### config.mk
export PLATFORM = sky130hd
export DESIGN_NAME = mc_control_unit
export DESIGN_NICKNAME = d
export VERILOG_FILES = /design/src/rtl/mc_control_unit_pkg.sv /design/src/rtl/mc_control_unit_decode.sv /design/src/rtl/mc_control_unit.sv
export SDC_FILE = /design/constraint.sdc
export NUM_CORES = 1
export LEC_CHECK = 0
export ABC_AREA = 1
export CAP_MARGIN = 20
export CORE_MARGIN = 2
export CORE_UTILIZATION = 51
export DETAILED_ROUTE_END_ITERATION = 7
export GPL_TIMING_DRIVEN = 0
export PLACE_DENSITY = 0.84
export SYNTH_ARGS = -nofsm -noshare
export SYNTH_HDL_FRONTEND = slang
export SYNTH_SLANG_ARGS = --single-unit
### constraint.sdc
create_clock -name clk -period 2.1 [get_ports clk]
set_input_delay 0.21 -clock clk [delete_from_list [all_inputs] [get_ports clk]]
set_output_delay 0.21 -clock clk [all_outputs]
set_load 0.01 [all_outputs]
### src/rtl/mc_control_unit_pkg.sv
// Shared encodings for the TinyV multicycle controller: opcodes, ALU codes,
// datapath select values, FSM states and the packed control-word layout.
package mc_control_unit_pkg;

  localparam int OPCODE_WIDTH = 6;
  localparam int ALU_SEL_SIZE = 4;

  localparam logic [ALU_SEL_SIZE-1:0] ALU_ADD   = 4'd0;
  localparam logic [ALU_SEL_SIZE-1:0] ALU_SUB   = 4'd1;
  localparam logic [ALU_SEL_SIZE-1:0] ALU_AND   = 4'd2;
  localparam logic [ALU_SEL_SIZE-1:0] ALU_OR    = 4'd3;
  localparam logic [ALU_SEL_SIZE-1:0] ALU_SLT   = 4'd4;
  localparam logic [ALU_SEL_SIZE-1:0] ALU_EQ    = 4'd5;
  localparam logic [ALU_SEL_SIZE-1:0] ALU_PASSA = 4'd6;

  localparam logic [OPCODE_WIDTH-1:0] OP_ADD  = 6'h01;
  localparam logic [OPCODE_WIDTH-1:0] OP_SUB  = 6'h02;
  localparam logic [OPCODE_WIDTH-1:0] OP_AND  = 6'h03;
  localparam logic [OPCODE_WIDTH-1:0] OP_OR   = 6'h04;
  localparam logic [OPCODE_WIDTH-1:0] OP_SLT  = 6'h05;
  localparam logic [OPCODE_WIDTH-1:0] OP_ADDI = 6'h11;
  localparam logic [OPCODE_WIDTH-1:0] OP_LW   = 6'h20;
  localparam logic [OPCODE_WIDTH-1:0] OP_SW   = 6'h21;
  localparam logic [OPCODE_WIDTH-1:0] OP_BEQ  = 6'h30;
  localparam logic [OPCODE_WIDTH-1:0] OP_JMP  = 6'h31;
  localparam logic [OPCODE_WIDTH-1:0] OP_JAL  = 6'h32;
  localparam logic [OPCODE_WIDTH-1:0] OP_HALT = 6'h3F;

  localparam logic [1:0] PCSEL_ALU  = 2'b00;
  localparam logic [1:0] PCSEL_D    = 2'b01;
  localparam logic [1:0] PCSEL_JUMP = 2'b10;

  localparam logic [1:0] ALUB_B    = 2'b00;
  localparam logic [1:0] ALUB_FOUR = 2'b01;
  localparam logic [1:0] ALUB_IMM  = 2'b10;

  localparam logic [1:0] REGW_IR21 = 2'b00;
  localparam logic [1:0] REGW_IR26 = 2'b01;
  localparam logic [1:0] REGW_R31  = 2'b10;

  typedef enum logic [3:0] {
    ST_FETCH, ST_DEC0, ST_DEC1, ST_EXEC_R, ST_WB_R, ST_EXEC_I, ST_WB_I,
    ST_MEM_ADDR, ST_MEM_RD, ST_MEM_WB, ST_MEM_WR, ST_BRANCH, ST_JUMP,
    ST_JAL_LINK, ST_JAL_WB, ST_HALT
  } ctrl_state_t;

  typedef enum logic [2:0] {
    CLS_R, CLS_ADDI, CLS_LW, CLS_SW, CLS_BEQ, CLS_JMP, CLS_JAL, CLS_HALT
  } instr_class_t;

  typedef struct packed {
    logic [1:0]              pc_wr_sel;
    logic                    pc_ctrl;
    logic                    mem_adr_sel;
    logic                    mem_wr_ctl;
    logic [ALU_SEL_SIZE-1:0] alu_op;
    logic                    alu_a_sel;
    logic [1:0]              alu_b_sel;
    logic                    reg_w_ctl;
    logic                    reg_data_sel;
    logic [1:0]              reg_w_sel;
    logic                    ir_wr;
    logic                    retire;
  } ctrl_out_t;

endpackage

### src/rtl/mc_control_unit_decode.sv
// Opcode decoder: instruction class, R-type ALU operation and illegal flag.
module ctrl_decode
  import mc_control_unit_pkg::*;
(
  input  logic [OPCODE_WIDTH-1:0] codop,
  output instr_class_t            instr_class,
  output logic [ALU_SEL_SIZE-1:0] alu_op,
  output logic                    illegal
);

  always_comb begin
    instr_class = CLS_HALT;
    alu_op      = ALU_ADD;
    illegal     = 1'b0;
    case (codop)
      OP_ADD:  begin instr_class = CLS_R; alu_op = ALU_ADD; end
      OP_SUB:  begin instr_class = CLS_R; alu_op = ALU_SUB; end
      OP_AND:  begin instr_class = CLS_R; alu_op = ALU_AND; end
      OP_OR:   begin instr_class = CLS_R; alu_op = ALU_OR;  end
      OP_SLT:  begin instr_class = CLS_R; alu_op = ALU_SLT; end
      OP_ADDI: instr_class = CLS_ADDI;
      OP_LW:   instr_class = CLS_LW;
      OP_SW:   instr_class = CLS_SW;
      OP_BEQ:  instr_class = CLS_BEQ;
      OP_JMP:  instr_class = CLS_JMP;
      OP_JAL:  instr_class = CLS_JAL;
      OP_HALT: instr_class = CLS_HALT;
      default: illegal = 1'b1;
    endcase
  end

endmodule

### src/rtl/mc_control_unit.sv
// Multicycle Moore controller for the TinyV datapath, with sticky halt/illegal
// status and a retired-instruction counter.
module mc_control_unit
  import mc_control_unit_pkg::*;
#(
  parameter int CNT_WIDTH = 32
) (
  input  logic                    clk,
  input  logic                    rst_n,
  input  logic [OPCODE_WIDTH-1:0] codop,
  output logic [1:0]              pcWrSel,
  output logic                    pcCtrl,
  output logic                    memAdrSel,
  output logic                    memWrCtl,
  output logic [ALU_SEL_SIZE-1:0] aluOp,
  output logic                    aluASel,
  output logic [1:0]              aluBSel,
  output logic                    regWCtl,
  output logic                    regDataSel,
  output logic [1:0]              regWSel,
  output logic                    irWr,
  output logic                    halted,
  output logic                    illegal_op,
  output logic                    retire,
  output logic [CNT_WIDTH-1:0]    instr_count
);

  ctrl_state_t            state_reg, state_next;
  logic                   halted_reg, illegal_reg, halt_retired_reg;
  logic [CNT_WIDTH-1:0]   instr_count_reg;
  instr_class_t           dec_class;
  logic [ALU_SEL_SIZE-1:0] dec_alu_op;
  logic                   dec_illegal;
  ctrl_out_t              ctl;

  ctrl_decode u_decode (
    .codop       (codop),
    .instr_class (dec_class),
    .alu_op      (dec_alu_op),
    .illegal     (dec_illegal)
  );

  always_comb begin
    state_next = state_reg;
    case (state_reg)
      ST_FETCH: state_next = ST_DEC0;
      ST_DEC0:  state_next = ST_DEC1;
      ST_DEC1: begin
        case (dec_class)
          CLS_R:     state_next = ST_EXEC_R;
          CLS_ADDI:  state_next = ST_EXEC_I;
          CLS_LW:    state_next = ST_MEM_ADDR;
          CLS_SW:    state_next = ST_MEM_ADDR;
          CLS_BEQ:   state_next = ST_BRANCH;
          CLS_JMP:   state_next = ST_JUMP;
          CLS_JAL:   state_next = ST_JAL_LINK;
          default:   state_next = ST_HALT;
        endcase
      end
      ST_EXEC_R:   state_next = ST_WB_R;
      ST_EXEC_I:   state_next = ST_WB_I;
      ST_MEM_ADDR: state_next = (dec_class == CLS_SW) ? ST_MEM_WR : ST_MEM_RD;
      ST_MEM_RD:   state_next = ST_MEM_WB;
      ST_HALT:     state_next = ST_HALT;
      ST_JAL_LINK: state_next = ST_JAL_WB;
      default:     state_next = ST_FETCH;
    endcase
  end

  // Outputs decode the state register directly so that FETCH is live on the
  // first cycle after reset, and every output is held at 0 while rst_n is low.
  always_comb begin
    ctl        = '0;
    ctl.alu_op = ALU_ADD;
    case (state_reg)
      ST_FETCH: begin
        ctl.ir_wr = 1'b1; ctl.alu_b_sel = ALUB_FOUR;
        ctl.pc_wr_sel = PCSEL_ALU; ctl.pc_ctrl = 1'b1;
      end
      ST_DEC0, ST_DEC1: begin
        ctl.alu_b_sel = ALUB_IMM; ctl.pc_wr_sel = PCSEL_D;
      end
      ST_EXEC_R: begin
        ctl.alu_a_sel = 1'b1; ctl.alu_b_sel = ALUB_B;
        ctl.alu_op = dec_alu_op; ctl.pc_wr_sel = PCSEL_D;
      end
      ST_EXEC_I, ST_MEM_ADDR: begin
        ctl.alu_a_sel = 1'b1; ctl.alu_b_sel = ALUB_IMM; ctl.pc_wr_sel = PCSEL_D;
      end
      ST_WB_R: begin
        ctl.reg_w_ctl = 1'b1; ctl.reg_data_sel = 1'b1;
        ctl.reg_w_sel = REGW_IR21; ctl.retire = 1'b1;
      end
      ST_WB_I: begin
        ctl.reg_w_ctl = 1'b1; ctl.reg_data_sel = 1'b1;
        ctl.reg_w_sel = REGW_IR26; ctl.retire = 1'b1;
      end
      ST_MEM_RD: begin
        ctl.mem_adr_sel = 1'b1; ctl.pc_wr_sel = PCSEL_D;
      end
      ST_MEM_WB: begin
        ctl.reg_w_ctl = 1'b1; ctl.reg_w_sel = REGW_IR26; ctl.retire = 1'b1;
      end
      ST_MEM_WR: begin
        ctl.mem_adr_sel = 1'b1; ctl.mem_wr_ctl = 1'b1;
        ctl.pc_wr_sel = PCSEL_D; ctl.retire = 1'b1;
      end
      ST_BRANCH: begin
        ctl.alu_a_sel = 1'b1; ctl.alu_b_sel = ALUB_B; ctl.alu_op = ALU_EQ;
        ctl.pc_wr_sel = PCSEL_D; ctl.retire = 1'b1;
      end
      ST_JUMP: begin
        ctl.pc_wr_sel = PCSEL_JUMP; ctl.pc_ctrl = 1'b1; ctl.retire = 1'b1;
      end
      ST_JAL_LINK: begin
        ctl.alu_op = ALU_PASSA; ctl.pc_wr_sel = PCSEL_D;
      end
      ST_JAL_WB: begin
        ctl.reg_w_ctl = 1'b1; ctl.reg_data_sel = 1'b1; ctl.reg_w_sel = REGW_R31;
        ctl.pc_wr_sel = PCSEL_JUMP; ctl.pc_ctrl = 1'b1; ctl.retire = 1'b1;
      end
      ST_HALT: begin
        ctl.alu_op = '0;
        ctl.retire = ~halt_retired_reg;
      end
      default: ;
    endcase
    if (!rst_n) ctl = '0;
  end

  always_ff @(posedge clk or negedge rst_n) begin
    if (!rst_n) begin
      state_reg        <= ST_FETCH;
      halted_reg       <= 1'b0;
      illegal_reg      <= 1'b0;
      halt_retired_reg <= 1'b0;
      instr_count_reg  <= '0;
    end else begin
      state_reg <= state_next;
      if (state_next == ST_HALT) halted_reg <= 1'b1;
      if (state_reg == ST_DEC1 && state_next == ST_HALT && dec_illegal)
        illegal_reg <= 1'b1;
      if (state_reg == ST_HALT) halt_retired_reg <= 1'b1;
      if (ctl.retire) instr_count_reg <= instr_count_reg + CNT_WIDTH'(1);
    end
  end

  assign pcWrSel     = ctl.pc_wr_sel;
  assign pcCtrl      = ctl.pc_ctrl;
  assign memAdrSel   = ctl.mem_adr_sel;
  assign memWrCtl    = ctl.mem_wr_ctl;
  assign aluOp       = ctl.alu_op;
  assign aluASel     = ctl.alu_a_sel;
  assign aluBSel     = ctl.alu_b_sel;
  assign regWCtl     = ctl.reg_w_ctl;
  assign regDataSel  = ctl.reg_data_sel;
  assign regWSel     = ctl.reg_w_sel;
  assign irWr        = ctl.ir_wr;
  assign retire      = ctl.retire;
  assign halted      = halted_reg & rst_n;
  assign illegal_op  = illegal_reg & rst_n;
  assign instr_count = instr_count_reg;

endmodule

==> impl_metrics.env <==
export IMPL_die_x_um=77.1
export IMPL_die_y_um=77.1
export IMPL_avgViaCountPerCell=5.26
export IMPL_synth_area_mm2=0.00272
export IMPL_p_total_mw=2.81
export IMPL_grt_first_pass_wirelength_um=12600
export IMPL_crit_required_ps=1890
export IMPL_min_period_over_period=0.972
export IMPL_rows=26
export IMPL_dieArea_mm2=0.00594
export IMPL_synth_nets=402
export IMPL_min_period_ps=2040
export IMPL_drtIter0Drc=199
export IMPL_ant_nets=0
export IMPL_mostFrequentLayoutCells="nand2_1, inv_1, clkdlybuf4s50_1"
export IMPL_yosysUniqueCellTypes=35
export IMPL_syn_avg_cell_area_um2=6.93
export IMPL_crit_buf_inv=2
export IMPL_antenna_found_initial=0
export IMPL_reg2reg_setup_slack_ps=240
export IMPL_grt_total_usage=0.262
export IMPL_port_buffers=58
export IMPL_cts_made_buffers=5
export IMPL_fin_util=0.704
export IMPL_maxSlewHeadroom=0.633
export IMPL_ir_drop_mv=0.610
export IMPL_ys_ff_latch=39
export IMPL_critical_path_class="register to output port"
export IMPL_p_leak_nw=1.76
export IMPL_crit_path_end_kind="output port"
export IMPL_place_hpwl_um=5450
export IMPL_crit_family="compound AO/OA/AOI/OAI gates"
export IMPL_drive_gt1_frac=0.123
export IMPL_io_pins=60
export IMPL_final_common_cell="nand2_1"
export IMPL_overflow=0
export IMPL_grt_pass1_vias=2685
export IMPL_worstPathCellList="inv_1 > nand2_1 > o22ai_2 > a31oi_1 > a41oi_1 > dlygate4sd2_1"
export IMPL_vias=2812
export IMPL_seq_area_frac_synth=0.358
export IMPL_cp_arrival_ps=1830
export IMPL_max_freq_mhz=490
export IMPL_yosysWarnings=0
export IMPL_cts_sinks=39
export IMPL_nets=473
export IMPL_grt_max_degree=40
export IMPL_powerDensity_mw_per_mm2=776
export IMPL_clk_path_buf_depth=2
export IMPL_fp_coreArea_mm2=0.00514
export IMPL_drt_wirelength_per_cell_um=13.8
export IMPL_drt_wl_total_um=7400
export IMPL_netlist_instances=393
export IMPL_largest_reg_flops=32
export IMPL_finClkSkew_ps=9.41
export IMPL_max_stage_delay_ps=470
export IMPL_final_max_slew_viol_count=0
export IMPL_hold_path_class="input pin to asynchronous set/reset pin"
export IMPL_initial_utilization=0.530
export IMPL_clk_latency_ps=290
export IMPL_htree_levels=2
export IMPL_slowest_stage="dfrtp_2"
export IMPL_drv_cap=0
export IMPL_startpoint_type="register"
export IMPL_root_buffer="clkbuf_8"
export IMPL_area_growth_synth_to_final_pct=32.9
export IMPL_setup_violations=0
export IMPL_cts_tree="done"
export IMPL_drc=0
export IMPL_rsz0062_at_grt="yes"
export IMPL_hold_viol=0
export IMPL_gp_congestion=0.934
export IMPL_path_clk_slew_ps=80
export IMPL_status="complete, no violations"
export IMPL_critPathMaxFanout=7
export IMPL_worstMarginPinSlew_ps=546
export IMPL_diodes=0
export IMPL_drtPass1Iterations=6
## stage by stage
stage          area [um^2]  worst slack [ps]  cells  TNS (ps)  hold WS (ps)
2_1_floorplan         2720               551    393         0         -85.6
3_3_place_gp          3390             -1700    521    -62740           451
3_5_place_dp          3390              -729    521    -10290           388
4_1_cts               3570             0.507    534         0           467
5_1_grt               3620             -34.9    535     -50.9           488
6_report              3620              58.7    535         0           448
## worst register-to-register path, delay by kind of cell (launching register included)
family | cells | cell delay (ps)
and+or+nand+nor | 5 | 920
xor gates and xnor gates | 1 | 170
DFF | 1 | 460
adders and majority gates | 1 | 230
## layout make-up
cell class                 instances  area [um^2]
buffer                             7         40.0
clock buffer                       8          100
fill                             474         1520
inverter                          49          193
multi-input combinational        297         1570
sequential                        39          980
tap                               70         87.6
timing repair buffer              65          653
## synthesized netlist by cell type (all sizes together)
cell | number | area share
xor2 | 23 | 0.074
nor4 | 9 | 0.025
buf | 7 | 0.015
nand3 | 18 | 0.035
clkinv | 3 | 0.0041
o21ai | 11 | 0.020
nor2 | 55 | 0.082
xnor2 | 8 | 0.026
o21bai | 1 | 0.0028
nand3b | 1 | 0.0028
a21oi | 8 | 0.015
nor3 | 18 | 0.043
a41oi | 1 | 0.0032
o221ai | 1 | 0.0055
o31ai | 1 | 0.0028
a31oi | 1 | 0.0023
conb | 1 | 0.0014
a41o | 1 | 0.0037
ha | 1 | 0.0046
dfrtp | 39 | 0.36
nand4 | 7 | 0.016
clkbuf | 1 | 0.0014
inv | 46 | 0.064
nand2 | 128 | 0.19
o22ai | 3 | 0.0069
## timing repair
| action | CTS | global route |
|---|---|---|
| endpoints found under the hold margin | 39 | 0 |
| hold buffers | 2 | 0 |
| gates resized for setup | 24 | 15 |
| endpoints found under the setup margin | 19 | 8 |
| pin swaps | 4 | 1 |
| setup buffers | 4 | 1 |
## report_power, final
part	internal [mW]	switching [mW]
Combinational	0.501	0.733
Sequential	0.864	0.151
Clock	0.300	0.258
## logic make-up (layout without fill, tap and decap cells)
logic type / Yosys count / after routing / synth area share
AND/OR/NAND/NOR: 236 / 236 / 0.390
AO/OA/AOI/OAI: 28 / 28 / 0.0620
flip-flops: 39 / 39 / 0.358
adder cells (fa/ha/maj): 1 / 1 / 0.00459
other: 1 / 1 / 0.00138
XOR/XNOR: 31 / 31 / 0.0997
buffers and inverters: 57 / 129 / 0.0845
## metal layers
metal	track usage	vias to the layer above	part of all wire
met5	0	-	0
met2	0.432	98	0.47
met1	0.353	1312	0.45
met3	0.0388	15	0.057
li1	-	1387	-
met4	0.0893	0	0.025
## final timing paths
kind,endpoint,startpoint,cells past startpoint
min in group clk,state_reg[0],codop[3],5
setup reg to reg,instr_count[28],instr_count[0],7
hold / removal,instr_count[25],rst_n,3
setup / recovery,pcWrSel[0],state_reg[2],6
hold reg to reg,halted_reg,halted_reg,2
max in group asynchronous,state_reg[1],rst_n,3
(Power assumes the default switching activity.)
==> RTL change 1: new RTL, same flow settings <==
`CNT_WIDTH`: 32 -> 16.
--- a/src/rtl/mc_control_unit.sv
+++ b/src/rtl/mc_control_unit.sv
@@ -3,7 +3,7 @@
 module mc_control_unit
   import mc_control_unit_pkg::*;
 #(
-  parameter int CNT_WIDTH = 32
+  parameter int CNT_WIDTH = 16
 ) (
   input  logic                    clk,
   input  logic                    rst_n,
Ports: changed (resized instr_count); port bits go from 60 to 44. The function was not compared with the original's and may differ.
==> RTL change 1 against the original RTL <==
Area after synthesis shrank 35%; sequential cell count decreased by 16; via count shrank 33%; routed wire length fell by 37%; register-to-register slack gained 0.10 ns; power shrank 27%; worst setup slack improved by 0.037 ns; worst hold slack got worse by 0.16 ns; count of clock-buffer cells in the layout is 5 lower; final cell count is 33% lower; synthesized cell count down 36%; final area decreased by 33%; first-iteration DRC count shrank 27%; critical path type unchanged; largest cell class unchanged.
==> RTL change 1: results (changes against the original RTL) <==
- Routed wire length: 4.65 mm (was 7.40 mm)
- Post-synthesis sequential area ratio: 32.7% (was 35.8%)
- HPWL after DPL: 3.19 mm (was 5.45 mm)
- CP max-delay cell: dfrtp_1 (was dfrtp_2)
- Commonest cells in the netlist: nand2_1, inv_1, nor2_1, dfrtp_1, nand3_1 (was nand2_1, nor2_1, inv_1, dfrtp_1, xor2_1)
- Arrival @ worst endpoint: 1.79 ns (was 1.83 ns)
- Met2 Track Usage GR: 41.3% (was 43.2%)
- Post-Route M1 WL: 1.91 mm (was 3.31 mm)
- Mapped Area: 0.00176 mm² (was 0.00272 mm²)
- M3 GR Usage: 4.32% (was 3.88%)
- CP delay by family, top: buffers and inverters (was compound AO/OA/AOI/OAI gates)
- Wire length on met2: 2.43 mm (was 3.49 mm)
- Seq/total area: 23.9% (was 27.1%)
- Status: completed (unchanged)
- Final Non-Filler Cells: 356 (was 535)
- DR pass1 iterations: 4 (was 6)
- CTS buffer count: 3 (was 5)
- Clk root buf: clkbuf_4 (was clkbuf_8)
- Clkbuf count: 3 (was 8)
- Multi-input gate area: 0.00103 mm² (was 0.00157 mm²)
- Non-clock buffer share: 23.5% (was 19.1%)
- Non-clk invs: 41 (was 49)
- Vias in the first global route: 1696 (was 2685)
- FF+latch count: 23 (was 39)
- Layout area overhead: 37.0% (was 32.9%)
- Setup bufs post-CTS: 6 (was 4)
- Vias per cell: 5.29 (was 5.26)
- Final net count: 320 (was 473)
- Count of non-CTS buffers in the layout: 60 (was 72)
- Minimum clock period: 2.00 ns (was 2.04 ns)
- Clk tree area frac: 1.14% (was 2.77%)
- H-tree Lvls: 1 (was 2)
- Clock slew at reported path FFs: 0.13 ns (was 0.08 ns)
- Routed met3 length: 255 µm (was 424 µm)
- Hold buffer count at CTS: 1 (was 2)
- Max reg flops: 16 (was 32)
- Critical Path End: retire (was pcWrSel[0])
- Fraction of layout cells with a size suffix above 1: 19.7% (was 12.3%)
- Area contributors post-synth: dfrtp_1, nand2_1, inv_1 (was dfrtp_1, nand2_1, xor2_1)
- Reg2Reg Setup Slack: 0.34 ns (was 0.24 ns)
- Met1 usage: 28.6% (was 35.3%)
- Skew final: 0.0187 ns (was 0.00941 ns)
- Clock power share: 10.1% (was 19.9%)
- Worst-path fanout max: 10 (was 7)
- WHS: 0.289 ns (was 0.448 ns)
- Fillers: 266 (was 474)
==> RTL change 1: changes by cell type in the layout (fill, tap and decap cells not counted), moves of 6 or more <==
cell             unedited run  this run
nand2_1                   122        54
clkdlybuf4s50_1            45        29
xor2_1                     23         8
dfrtp_1                    36        22
nor2_1                     39        30
nor3_1                     14         6
clkbuf_8                    7         0
inv_1                      45        38
buf_4                       7        13
==> RTL change 1: logic make-up (layout without fill, tap and decap cells) <==
kind of cell / after synthesis / count (layout) / synth area share [%]
other: 1 / 1 / 0.213
xor gates and xnor gates: 14 / 14 / 7.40
and+or+nand+nor: 142 / 142 / 38.0
AOI/OAI and AO/OA: 24 / 24 / 9.11
adders and majority gates: 1 / 1 / 0.712
DFF: 23 / 23 / 32.7
buffers and inverters: 47 / 105 / 11.8
==> RTL change 2: new RTL, same settings <==
Made on the original files. Put a register stage on the output `aluOp`, cleared by the reset. The value now appears one clock later. The other outputs are not delayed to match.
--- a/src/rtl/mc_control_unit.sv
+++ b/src/rtl/mc_control_unit.sv
@@ -149,7 +149,13 @@
   assign pcCtrl      = ctl.pc_ctrl;
   assign memAdrSel   = ctl.mem_adr_sel;
   assign memWrCtl    = ctl.mem_wr_ctl;
-  assign aluOp       = ctl.alu_op;
+  always_ff @(posedge clk or negedge rst_n) begin
+    if (!rst_n) begin
+      aluOp <= '0;
+    end else begin
+      aluOp <= ctl.alu_op;
+    end
+  end
   assign aluASel     = ctl.alu_a_sel;
   assign aluBSel     = ctl.alu_b_sel;
   assign regWCtl     = ctl.reg_w_ctl;
Behaviour: not the same (Yosys sat finds a counterexample within 4 cycles, from zero or initial values and one cycle with rst_n low).
==> RTL change 2 against the original RTL <==
Register-to-register slack got worse by 0.12 ns; routed wire length grew 0.49%; largest power group unchanged; sequential cell count increased by 3; worst setup slack worse by 0.013 ns; core utilization up 2.2 points; critical path depth is 5 higher; final area increased by 3.1%; synthesized cell count fell by 3.8%; area after synthesis is 0.69% higher; power up 7.9%.
==> RTL change 2: results (changes against the original RTL) <==
- DR pass1 iterations: 5 (was 6)
- Pleak: 0.00184 µW (was 0.00176 µW)
- Final net count: 465 (was 473)
- Critical Path End: retire (was pcWrSel[0])
- Reg2Reg Setup Slack: 0.12 ns (was 0.24 ns)
- Placed Area: 0.00343 mm² (was 0.00339 mm²)
- Vias in the first global route: 2558 (was 2685)
- Post-synth cell types: 38 (was 35)
- Fraction of layout cells with a size suffix above 1: 15.5% (was 12.3%)
- GPL Wtd Cong: 0.961 (was 0.934)
- Synth Net Count: 387 (was 402)
- Skew final: 0.00971 ns (was 0.00941 ns)
- Area contributors post-synth: dfrtp_1, nand2_1, nor2_1 (was dfrtp_1, nand2_1, xor2_1)
- Total track usage: 24.5% (was 26.2%)
- First-pass GRT wire length: 11.8 mm (was 12.6 mm)
- Largest net degree at the start of global routing: 42 (was 40)
- Commonest cells in the netlist: nand2_1, nor2_1, dfrtp_1, inv_1, xor2_1 (was nand2_1, nor2_1, inv_1, dfrtp_1, xor2_1)
- Worst-path fanout max: 12 (was 7)
- Vias per cell: 5.32 (was 5.26)
- HPWL after DPL: 5.22 mm (was 5.45 mm)
- Iteration-0 DRC Markers: 249 (was 199)
- Clock slew at reported path FFs: 0.08 ns (about the same)
- Peak VDD IR: 0.000350 V (was 0.000610 V)
- CP Launch Point: state_reg[3]$_DFF_PN0_ (was state_reg[2]$_DFF_PN0_)
- Status: completed (unchanged)
- Worst-case reg-to-reg path depth: 13 (was 7)
- Ys flop type: dfrtp_1 (unchanged)
- RR Endpoint: instr_count[11]$_DFFE_PN0P_ (was instr_count[28]$_DFFE_PN0P_)
- Routed wire length: 7.44 mm (was 7.40 mm)
- Post-synthesis sequential area ratio: 38.3% (was 35.8%)
## RTL change 2: worst min path at each step
stage                                   endpoint  slack [ns]  cells after the start
finish                        aluOp[2]$_DFF_PN0_        0.25                      2
global route                  aluOp[2]$_DFF_PN0_        0.26                      2
CTS                           aluOp[2]$_DFF_PN0_        0.25                      2
detailed placement            aluOp[2]$_DFF_PN0_        0.01                      1
global placement    halt_retired_reg$_DFFE_PN0P_        0.44                      2
floorplan                     aluOp[0]$_DFF_PN0_       -0.09                      0
## RTL change 2: timing repair
| action | 4_1_cts | 5_1_grt |
|---|---|---|
| cloned | 0 | 0 |
| hold buffers | 3 | 0 |
| pin swaps | 2 | 2 |
| buffers inserted | 5 | 5 |
| resized for setup | 15 | 25 |
| setup endpoints to repair | 13 | 19 |
| endpoints found under the hold margin | 42 | 0 |
## RTL change 2: logic make-up after synthesis
family	share of synthesized area, %
AOI/OAI and AO/OA	5.79
xor gates and xnor gates	9.90
adders and majority gates	0.456
buffers and inverters	9.26
DFF	38.3
other	0.137
and+or+nand+nor	36.1
## RTL change 2: layout make-up
cell class,count,area (µm²)
Clock buffer,5,68.8
Buffer,11,90.1
Timing Repair Buffer,72,721
Multi-Input combinational cell,279,1500
Tap cell,70,87.6
Fill cell,425,1410
Sequential cell,42,1050
Clock inverter,3,40.0
Inverter,45,173
## RTL change 2: per-layer routing
| metal | track usage (%) | share of wire (%) | vias up |
|---|---|---|---|
| met3 | 4.42 | 6.9 | 24 |
| met1 | 34.5 | 44 | 1288 |
| li1 | - | - | 1341 |
| met4 | 7.14 | 2.4 | 0 |
| met2 | 38.8 | 47 | 153 |
| met5 | 0 | 0 | - |
## RTL change 2: critical path, delay by kind of cell, from the launching register on
family / cells / cell delay (ns)
AND/OR/NAND/NOR: 4 / 0.32
flip-flops: 1 / 0.47
AO/OA/AOI/OAI: 1 / 0.11
buffers and inverters: 6 / 0.67
## RTL change 2: metrics by stage
stage	total power, µW	std cells	setup WS (ns)
after floorplan	1690	378	0.477
after global placement	2110	506	-2.01
after detailed placement	2140	507	-0.469
after CTS	2810	522	0.0121
after global routing	3190	527	-0.0284
final	3030	527	0.0457
## RTL change 2: where the power goes
group / switching (µW) / leakage (µW) / total, µW / internal (µW)
Combinational: 733 / 0.00123 / 1330 / 601
Clock: 279 / 0.0000579 / 628 / 350
Sequential: 147 / 0.000551 / 1070 / 919
Total: 1160 / 0.00184 / 3030 / 1870
